--- src/rtl/aes_block_loader.sv ---
// Byte-stream loader that assembles a 16-byte AES key and a 16-byte plaintext block for aesMain.
// Define AES_KEY_REUSE_EN to let a block reuse the previously loaded key.
module aes_block_loader #(
    parameter int IDLE_TIMEOUT = 0
) (
    input  logic         clk,
    input  logic         rst_n,
    input  logic [7:0]   s_data,
    input  logic         s_valid,
    output logic         s_ready,
    input  logic         key_reuse,
    output logic [127:0] blk_state,
    output logic [127:0] blk_key,
    output logic         blk_valid,
    input  logic         blk_ready,
    output logic         busy,
    output logic         err_timeout
);

    // state     | meaning
    // LOAD_KEY  | collecting key bytes into blk_key
    // LOAD_TEXT | collecting plaintext bytes into blk_state
    // PRESENT   | block complete, waiting for blk_ready
    typedef enum logic [1:0] {
        LOAD_KEY  = 2'd0,
        LOAD_TEXT = 2'd1,
        PRESENT   = 2'd2
    } state_e;

    localparam int SW = (IDLE_TIMEOUT > 1) ? $clog2(IDLE_TIMEOUT) : 1;
    localparam logic [SW-1:0] STALL_RELOAD = (IDLE_TIMEOUT > 0) ? SW'(IDLE_TIMEOUT - 1) : '0;

    state_e        state_q, state_d;
    logic [3:0]    cnt_q, cnt_d;
    logic          key_loaded_q, key_loaded_d;
    logic [SW-1:0] stall_q, stall_d;
    logic [127:0]  key_q, key_d;
    logic [127:0]  text_q, text_d;
    logic [6:0]    byte_lo;
    logic          stalling;
    logic          flush;
    logic          reuse_ok;

    // Byte cnt lands at bits [127-8*cnt -: 8]; ~cnt equals 15-cnt.
    assign byte_lo   = {~cnt_q, 3'b000};
    assign busy      = (state_q == PRESENT) || (cnt_q != 4'd0);
    assign stalling  = (state_q != PRESENT) && (cnt_q != 4'd0);
    // Down-counter holds stall cycles left before the flush cycle itself.
    assign flush     = (IDLE_TIMEOUT > 0) && stalling && (stall_q == '0);
    assign blk_valid = (state_q == PRESENT);
    assign blk_key   = key_q;
    assign blk_state = text_q;

`ifdef AES_KEY_REUSE_EN
    assign reuse_ok = key_reuse && key_loaded_q;
`else
    logic unused_reuse;
    assign unused_reuse = key_reuse ^ key_loaded_q;
    assign reuse_ok     = 1'b0;
`endif

    always_comb begin
        state_d      = state_q;
        cnt_d        = cnt_q;
        key_loaded_d = key_loaded_q;
        stall_d      = STALL_RELOAD;
        key_d        = key_q;
        text_d       = text_q;
        s_ready      = 1'b0;
        err_timeout  = 1'b0;
        case (state_q)
            LOAD_KEY, LOAD_TEXT: begin
                // The flush cycle refuses the byte so the handshake stays honest.
                s_ready = !flush;
                if (flush) begin
                    err_timeout  = 1'b1;
                    state_d      = LOAD_KEY;
                    cnt_d        = 4'd0;
                    key_loaded_d = 1'b0;
                end else if (s_valid) begin
                    cnt_d = cnt_q + 4'd1;
                    if (state_q == LOAD_KEY) begin
                        key_d[byte_lo +: 8] = s_data;
                    end else begin
                        text_d[byte_lo +: 8] = s_data;
                    end
                    if (cnt_q == 4'd15) begin
                        if (state_q == LOAD_KEY) begin
                            state_d      = LOAD_TEXT;
                            key_loaded_d = 1'b1;
                        end else begin
                            state_d = PRESENT;
                        end
                    end
                end else if (stalling) begin
                    stall_d = stall_q - SW'(1);
                end
            end
            PRESENT: begin
                if (blk_ready) begin
                    state_d = reuse_ok ? LOAD_TEXT : LOAD_KEY;
                end
            end
            default: begin
                state_d = LOAD_KEY;
                cnt_d   = 4'd0;
            end
        endcase
    end

    always_ff @(posedge clk or negedge rst_n) begin
        if (!rst_n) begin
            state_q      <= LOAD_KEY;
            cnt_q        <= 4'd0;
            key_loaded_q <= 1'b0;
            stall_q      <= STALL_RELOAD;
        end else begin
            state_q      <= state_d;
            cnt_q        <= cnt_d;
            key_loaded_q <= key_loaded_d;
            stall_q      <= stall_d;
        end
    end

    always_ff @(posedge clk or negedge rst_n) begin
        if (!rst_n) begin
            key_q  <= '0;
            text_q <= '0;
        end else begin
            key_q  <= key_d;
            text_q <= text_d;
        end
    end

endmodule

--- config.mk ---
export PLATFORM = sky130hd
export DESIGN_NAME = aes_block_loader
export DESIGN_NICKNAME = d
export VERILOG_FILES = /design/src/rtl/aes_block_loader.sv
export SDC_FILE = /design/constraint.sdc
export NUM_CORES = 1
export LEC_CHECK = 0
export CAP_MARGIN = 20
export CORE_MARGIN = 1.5
export CORE_UTILIZATION = 40
export CTS_BUF_LIST = sky130_fd_sc_hd__clkbuf_8
export DETAILED_ROUTE_END_ITERATION = 16
export DONT_BUFFER_PORTS = 1
export HOLD_SLACK_MARGIN = 0.12
export MAX_ROUTING_LAYER = met4
export SLEW_MARGIN = 5
export SYNTH_ARGS = -nofsm -noshare
export SYNTH_HDL_FRONTEND = slang
export SYNTH_SLANG_ARGS = --single-unit
--- constraint.sdc ---
create_clock -name clk -period 3.7 [get_ports clk]
set_input_delay 0.37 -clock clk [delete_from_list [all_inputs] [get_ports clk]]
set_output_delay 0.37 -clock clk [all_outputs]
set_load 0.005 [all_outputs]
# Word level (Yosys, flattened, before mapping)
# Cells that the tools add are included.
# word_totals
reg_bits	262
latchBits	0
mem_bits_rw	0
romBits	0
in_bits	13
out_inout_bits	260
word_cells	35
n_memories	0
# classes
n_addsub	2
n_mul	0
n_div	0
order_cmp	0
n_eq_ne	6
shifts	2
mux	10
bitwise	3
reduce_logical	8
# op_table
cell	count
$bwmux W128	2
$shift A8 B9 Y128 const A	1
$shiftx A8 B9 Y128	1
$neg A7 Y9	1
$reduce_and A3 Y1	3
$mux W2	4
$pmux W4 S2	1
$add A4 B1 Y4 const B	1
$eq A4 B4 Y1 const B	1
$mux W4	1
$ne A2 B2 Y1 const B	2
$not A4 Y4	1
$pmux W2 S2	1
$reduce_bool A4 Y1	1
$eq A2 B1 Y1 const B	1
$eq A2 B2 Y1 const B	1
$logic_not A2 Y1	1
$ne A2 B1 Y1 const B	1
$not A1 Y1	2
$reduce_and A2 Y1	1
$reduce_or A2 Y1	1
$logic_or A1 B1 Y1	1
$mux W1	1

# Logic depth before layout (Yosys ltp)
# Gate-level depths: netlist (run 1).
# logic_depth
word_depth	5
ltp_mapped	8
ltp_nobuf	6

# Worst setup path after synthesis (run 1)
# Ideal clock, no wire load.
# synth_path
kind	reg-to-reg
from	reg cnt_q[0]
to	reg key_q[112] (netlist: blk_key[112])
setup_ns	0.125
arrival_time_ns	2.150
required_time_ns	3.575
path_slack_ns	1.425
stages_incl_launch_ff	8
n_path_buf	1
period_less_slack_ns	2.275
path_cell_list	dfrtp_1 > buf_2 > inv_1 > ha_1 > nand2_1 > or4_4 > nor3_4 > mux2_2
# synth_via
elab_chain_len	4
elab_cells_between_ends	5
classes_between	1 x add/sub; 2 x shift; 1 x mux; 1 x bitwise
# synth_lines
element	line_no	rtl
start: declaration	34	logic [3:0] cnt_q, cnt_d;
start signal: assignment	119	cnt_q <= cnt_d;
$not A4 Y4 *	45	assign byte_lo = {~cnt_q, 3'b000};
$neg A7 Y9 *	83	key_d[byte_lo +: 8] = s_data;
$shiftx A8 B9 Y128 / $shift A8 B9 Y128 (equally long branches)	83	
$bwmux W128 *	83	
end signal: assignment	130	key_q <= key_d;
end: declaration	37	logic [127:0] key_q, key_d;
# Every way passes the cells marked *; elsewhere a longest branch is shown, timed or not.
# A chain may end at the register's enable or synchronous reset.

# Worst setup path in the final report (run 1)
# layout_path
from	reg cnt_q[0]
to	reg key_q[79] (netlist: blk_key[79])
# Same word-level chain as after synthesis.

==> flow_metrics.env, run 1 <==
export IMPL_outcome="finished with violations"
export IMPL_failed_checks="negative hold slack"
export IMPL_worstMarginPinSlew_ps=866.5
export IMPL_setup_slack_ps=910.0
export IMPL_finalSetupTns_ps=0
export IMPL_synth_seq_cells=262
export IMPL_num_io_pins=273
export IMPL_grt_start_max_net_pins=263
export IMPL_cp_max_fo=11
export IMPL_final_hold_worst_slack_ps=-470.9
export IMPL_synth_instances=669
export IMPL_static_leakage_power_nw=5.690
export IMPL_cts_resized=0
export IMPL_cts_max_level=2
export IMPL_hold_path_class="input port to async pin"
export IMPL_syn_nets=685
export IMPL_antenna_violations_before_repair=5
export IMPL_final_max_slew_violation_count=0
export IMPL_worst_ir_drop_vdd_v=0.0003205
export IMPL_via_per_inst=5.421
export IMPL_first_global_vias=6338
export IMPL_drt_wl_total_mm=26.94
export IMPL_cts_root_cell="sky130_fd_sc_hd__clkbuf_8"
export IMPL_yosysWarnings=0
export IMPL_slowest_stage="sky130_fd_sc_hd__o31ai_1"
export IMPL_core_area_sq_um=25400
export IMPL_worstPathArrival_ps=3210
export IMPL_drtAntennaViolNets=0
export IMPL_floorplan_die_width_um=164.5
export IMPL_area_delta_synth_final_pct=12.29
export IMPL_layout_cells_most_common="sky130_fd_sc_hd__dfrtp_1"
export IMPL_start_kind="register"
export IMPL_cp_slowest_stage_delay_ps=640
export IMPL_worst_case_headroom_to_the_max_slew_limit=0.4205
export IMPL_layout_drive_gt1_share=0.4707
export IMPL_grt_setup_unrepaired="false"
export IMPL_finalHoldViolations=262
export IMPL_stdcell_count=1070
export IMPL_dpl_hpwl_mm=17.74
export IMPL_period_needed_ps=2790
export IMPL_holdBufCountCts=11
export IMPL_internal_power_mw=5.741
export IMPL_total_power_mw=8.301
export IMPL_first_pass_iters=4
export IMPL_mostFrequentLayoutCells="262 x sky130_fd_sc_hd__dfrtp_1, 254 x sky130_fd_sc_hd__mux2_2, 53 x sky130_fd_sc_hd__clkbuf_8, 20 x sky130_fd_sc_hd__nor2b_1"
export IMPL_die_area_sq_um=27040
export IMPL_cts_inserted_buffers=45
export IMPL_die_boundary_height_um=164.5
export IMPL_finalSetupViolCount=0
export IMPL_power_share_of_the_clock_group=0.288
export IMPL_worst_setup_path_end_kind="register"
export IMPL_routed_wire_length_per_instance_um=25.17
export IMPL_p_switching_mw=2.559
export IMPL_dp_worst_setup_slack_ps=905.2
export IMPL_placement_rows=58
export IMPL_weighted_congestion_at_the_end_of_routability_driven_global_placement=0.9225
export IMPL_first_pass_grt_wire_length_mm=39.65
export IMPL_io_buffer_count=0
export IMPL_clock_latency_ps=540
export IMPL_sequential_element_share_of_the_synthesized_area=0.6288
export IMPL_max_freq_mhz=358.4
export IMPL_timing_critical_path_cells="ha_1 > nand2b_1 > o31ai_1 > nand2_1 > mux2_2"
export IMPL_final_period_utilization=0.7541
export IMPL_clock_sinks=262
export IMPL_placed_cells=980
export IMPL_crit_type="register to register"
export IMPL_drv_cap=0
export IMPL_post_synth_instance_area_sq_um=10430
export IMPL_cts_post_setup_buffers_inserted=0
export IMPL_combinationalPowerShare=0.174
export IMPL_final_nets=724
export IMPL_clkTransAtPathRegs_ps=60
export IMPL_starting_density=0.4105
export IMPL_drt_drc_violations_left=0
export IMPL_max_clock_path_buffers=3
export IMPL_required_ps=4120
export IMPL_routed_via_count=5800
export IMPL_avgSynthCellArea_sq_um=15.58
export IMPL_netSwitchingFraction=0.3083
export IMPL_cts_tree="yes"
export IMPL_initialDrtViolationCount=335
export IMPL_fin_worst_skew_ps=16.70
export IMPL_global_route_usage_total=0.2051
export IMPL_number_of_distinct_standard_cells_referenced_by_the_synthesized_netlist=44
export IMPL_global_route_overflow_total=0
export IMPL_pwr_density_cell_nw_per_um2=709.0
export IMPL_share_seq_of_total_power=0.539
## sequential cells by signal, summed over array words and instances, names as in the netlist
signal,count
blk_state,128
blk_key,128
state_q,2
cnt_q,4
## synth_stat cells, drive strengths merged
master / number / area (sq um)
or3: 2 / 12.51
xor2: 1 / 8.760
or4: 2 / 22.52
nor2b: 20 / 125.1
nand3b: 1 / 7.510
nor2: 10 / 50.05
and3b: 1 / 8.760
o31ai: 1 / 7.510
nor3: 5 / 51.30
o31a: 1 / 8.760
buf: 7 / 40.03
dfrtp: 262 / 6556
o21ai: 8 / 55.05
nand2: 16 / 60.06
inv: 4 / 15.01
mux2: 256 / 2883
conb: 1 / 3.750
o32ai: 1 / 16.27
o22ai: 1 / 6.260
o41ai: 1 / 8.760
nor4: 2 / 18.77
and2: 18 / 112.6
nand2b: 9 / 63.81
clkbuf: 14 / 52.55
nor3b: 4 / 50.05
a22o: 1 / 8.760
or3b: 1 / 8.760
a21oi: 7 / 72.56
a21boi: 1 / 7.510
nand3: 5 / 25.02
o21a: 2 / 15.01
ha: 3 / 37.54
and3: 1 / 6.260
## worst max-delay path: cells and delay by family, from the launching register on
kind,cells,cell delay (ps)
multiplexers,1,410
AND/OR/NAND/NOR,2,720
adder cells (fa/ha/maj),1,380
AO/OA/AOI/OAI,1,640
flip-flops,1,500
## path summary, 6_finish.rpt
kind | from | endpoint | slack (ps) | depth (start not counted)
worst max register to register | cnt_q[0] | blk_key[79] | 910 | 5
max in group asynchronous | rst_n | blk_key[0] | 3880 | 0
worst min-delay path | rst_n | blk_key[15] | -470 | 0
worst max-delay path | cnt_q[0] | blk_key[79] | 910 | 5
min in group clk | s_data[6] | blk_state[62] | 210 | 2
worst min register to register | blk_key[115] | blk_key[115] | 530 | 1
## stage by stage
stage | cell area [sq um] | util
3_5_place_dp | 10760 | 0.4237
3_3_place_gp | 10760 | 0.4237
2_1_floorplan | 10430 | -
4_1_cts | 11700 | 0.4604
5_1_grt | 11710 | 0.4608
6_report | 11710 | 0.4609
## cell type report
| class | count | area (sq um) |
|---|---|---|
| repair buffers | 13 | 125.1 |
| diodes | 5 | 12.51 |
| fillers | 2250 | 13690 |
| clock buffers | 53 | 729.5 |
| inverters | 4 | 15.01 |
| well taps | 330 | 412.9 |
| clock inverters | 21 | 93.84 |
| multi-input cells | 382 | 3762 |
| flip-flops and latches | 262 | 6556 |
## cells by family after synthesis
| group | after synthesis | share of synthesized area |
|---|---|---|
| multiplexers | 256 | 0.2765 |
| AO/OA/AOI/OAI | 24 | 0.01980 |
| buffers and inverters | 25 | 0.01032 |
| other | 1 | 0.0003597 |
| XOR/XNOR | 1 | 0.0008402 |
| AND/OR/NAND/NOR | 97 | 0.05976 |
| flip-flops | 262 | 0.6288 |
| adder cells (fa/ha/maj) | 3 | 0.003601 |
## power by group through the flow
| stage | logic, mW | clock network [mW] | registers [mW] |
|---|---|---|---|
| floorplan | 1.22 | 0 | 4.15 |
| global placement | 1.33 | 0 | 4.49 |
| detailed placement | 1.42 | 0 | 4.52 |
| CTS | 1.46 | 2.48 | 4.48 |
| global route | 1.58 | 2.63 | 4.57 |
| finish | 1.44 | 2.39 | 4.47 |
## routing by layer
layer | global-route usage | routed length [um]
met3 | 0.08363 | 2826
met5 | - | 0
met2 | 0.3230 | 12980
met1 | 0.2336 | 10280
met4 | 0.08026 | 852
No activity file was read; power rests on OpenSTA's default activity.
==> run 2, diff against run 1 <==
==> constraint.sdc (replaced) <==
create_clock -name clk -period 2.51 [get_ports clk]
set_input_delay 0.251 -clock clk [delete_from_list [all_inputs] [get_ports clk]]
set_output_delay 0.251 -clock clk [all_outputs]
set_load 0.005 [all_outputs]
==> flow_metrics.env, run 2 (synthesis gave the netlist of run 1 again) <==
export IMPL_cts_root_cell="sky130_fd_sc_hd__clkbuf_8"
export IMPL_final_max_slew_violation_count=0
export IMPL_core_area_sq_um=25400
export IMPL_finalSetupViolCount=0
export IMPL_first_pass_iters=5
export IMPL_area_delta_synth_final_pct=14.44
export IMPL_drt_wl_total_mm=27.08
export IMPL_dpl_hpwl_mm=17.87
export IMPL_io_buffer_count=0
export IMPL_r2r_start="cnt_q[1]"
export IMPL_failed_checks="negative hold slack"
export IMPL_drtAntennaViolNets=0
export IMPL_num_io_pins=273
export IMPL_drv_cap=0
export IMPL_antenna_violations_before_repair=2
export IMPL_first_global_vias=6484
export IMPL_worst_ir_drop_vdd_v=0.0005661
export IMPL_worstPathArrival_ps=2800
export IMPL_max_clock_path_buffers=3
export IMPL_worst_setup_path_end_kind="register"
export IMPL_fillerInstances=2236
export IMPL_critical_path_startpoint="cnt_q[1]"
export IMPL_initialDrtViolationCount=322
export IMPL_required_ps=2910
export IMPL_layout_cells_most_common="sky130_fd_sc_hd__dfrtp_1"
export IMPL_cts_tree="yes"
export IMPL_clock_sinks=262
export IMPL_crit_type="register to register"
export IMPL_final_period_utilization=0.9568
export IMPL_footprint_of_the_multi_input_gates_sq_um=3795
export IMPL_start_kind="register"
export IMPL_floorplan_die_width_um=164.5
export IMPL_layout_area_seq_sq_um=6556
export IMPL_worstMarginPinSlew_ps=1081
export IMPL_holdBufCountCts=11
export IMPL_clock_latency_ps=550
export IMPL_global_route_usage_total=0.2065
export IMPL_cts_max_level=2
export IMPL_period_needed_ps=2402
export IMPL_outcome="finished with violations"
export IMPL_hold_path_class="input port to async pin"
export IMPL_placed_cells=999
export IMPL_fin_worst_skew_ps=25.49
export IMPL_global_route_overflow_total=0
export IMPL_max_freq_mhz=416.4
export IMPL_mostFrequentLayoutCells="262 x sky130_fd_sc_hd__dfrtp_1, 254 x sky130_fd_sc_hd__mux2_2, 51 x sky130_fd_sc_hd__clkbuf_8, 22 x sky130_fd_sc_hd__inv_1, 21 x sky130_fd_sc_hd__buf_4"
export IMPL_stdcell_count=1091
export IMPL_final_nets=745
export IMPL_worst_case_headroom_to_the_max_slew_limit=0.2770
export IMPL_grt_setup_unrepaired="false"
export IMPL_drt_drc_violations_left=0
export IMPL_final_hold_worst_slack_ps=-586.0
export IMPL_grt_start_max_net_pins=263
export IMPL_routed_via_count=5879
export IMPL_clkTransAtPathRegs_ps=60
export IMPL_ff2ff_path_depth=7
export IMPL_via_per_inst=5.389
export IMPL_starting_density=0.4105
export IMPL_cp_max_fo=8
export IMPL_cts_inserted_buffers=45
export IMPL_placement_rows=58
export IMPL_die_area_sq_um=27040
export IMPL_routed_wire_length_per_instance_um=24.82
export IMPL_pwr_density_cell_nw_per_um2=1042
export IMPL_finalHoldViolations=262
export IMPL_die_boundary_height_um=164.5
export IMPL_first_pass_grt_wire_length_mm=40.45
export IMPL_layout_drive_gt1_share=0.4875
export IMPL_static_leakage_power_nw=5.832
export IMPL_weighted_congestion_at_the_end_of_routability_driven_global_placement=0.9392
run 2: repair_timing:
item | in CTS | in global routing
pin swaps | 0 | 2
gates cloned | 0 | 0
setup endpoints to repair | 32 | 134
resized for setup | 2 | 6
endpoints found under the hold margin | 426 | 262
buffers inserted | 0 | 2
run 2: power breakdown:
part	internal [mW]	switching, mW
combinational	1.24	1.04
sequential	5.42	1.14
clock	1.95	1.65
total	8.60	3.83
run 2: cell type report:
class,count,share of cell area
flip-flops and latches,262,0.5495
multi-input cells,382,0.3181
clock inverters,26,0.01154
clock buffers,51,0.05883
inverters,4,0.001258
diodes,2,0.0004195
repair buffers,34,0.02580
well taps,330,0.03461
run 2: routing by layer:
metal  part of all wire  global-route usage
met1               0.39              0.2501
met2               0.48              0.3213
met5                  0                   -
met4              0.022             0.06675
met3               0.10             0.07559
run 2: final timing paths:
kind / endpoint / slack (ps)
setup / recovery: blk_key[116] / 110
hold / removal: blk_state[13] / -590
setup reg to reg: blk_key[116] / 110
hold reg to reg: blk_key[113] / 520
max in group asynchronous: blk_state[38] / 2650
min in group clk: blk_key[42] / 130
run 2: stage by stage:
step                setup WS, ps  utilization  TNS, ps  power, mW  instance area (sq um)
floorplan                  234.9            -        0      7.919                  10430
global placement          -76.00       0.4293    -1629      8.675                  10900
detailed placement        -159.8       0.4293    -3979      8.838                  10900
CTS                        29.79       0.4671        0      12.57                  11860
global route               30.48       0.4697        0      13.13                  11930
finish                     108.4       0.4698        0      12.43                  11930
run 2: critical path, cell delays in order (launching register included):
cell	delay, ps
sky130_fd_sc_hd__dfrtp_1	480
sky130_fd_sc_hd__inv_1	70
sky130_fd_sc_hd__ha_1	380
sky130_fd_sc_hd__nand2_1	140
sky130_fd_sc_hd__or4_4	480
sky130_fd_sc_hd__nor3_4	240
sky130_fd_sc_hd__buf_12	150
sky130_fd_sc_hd__mux2_2	320
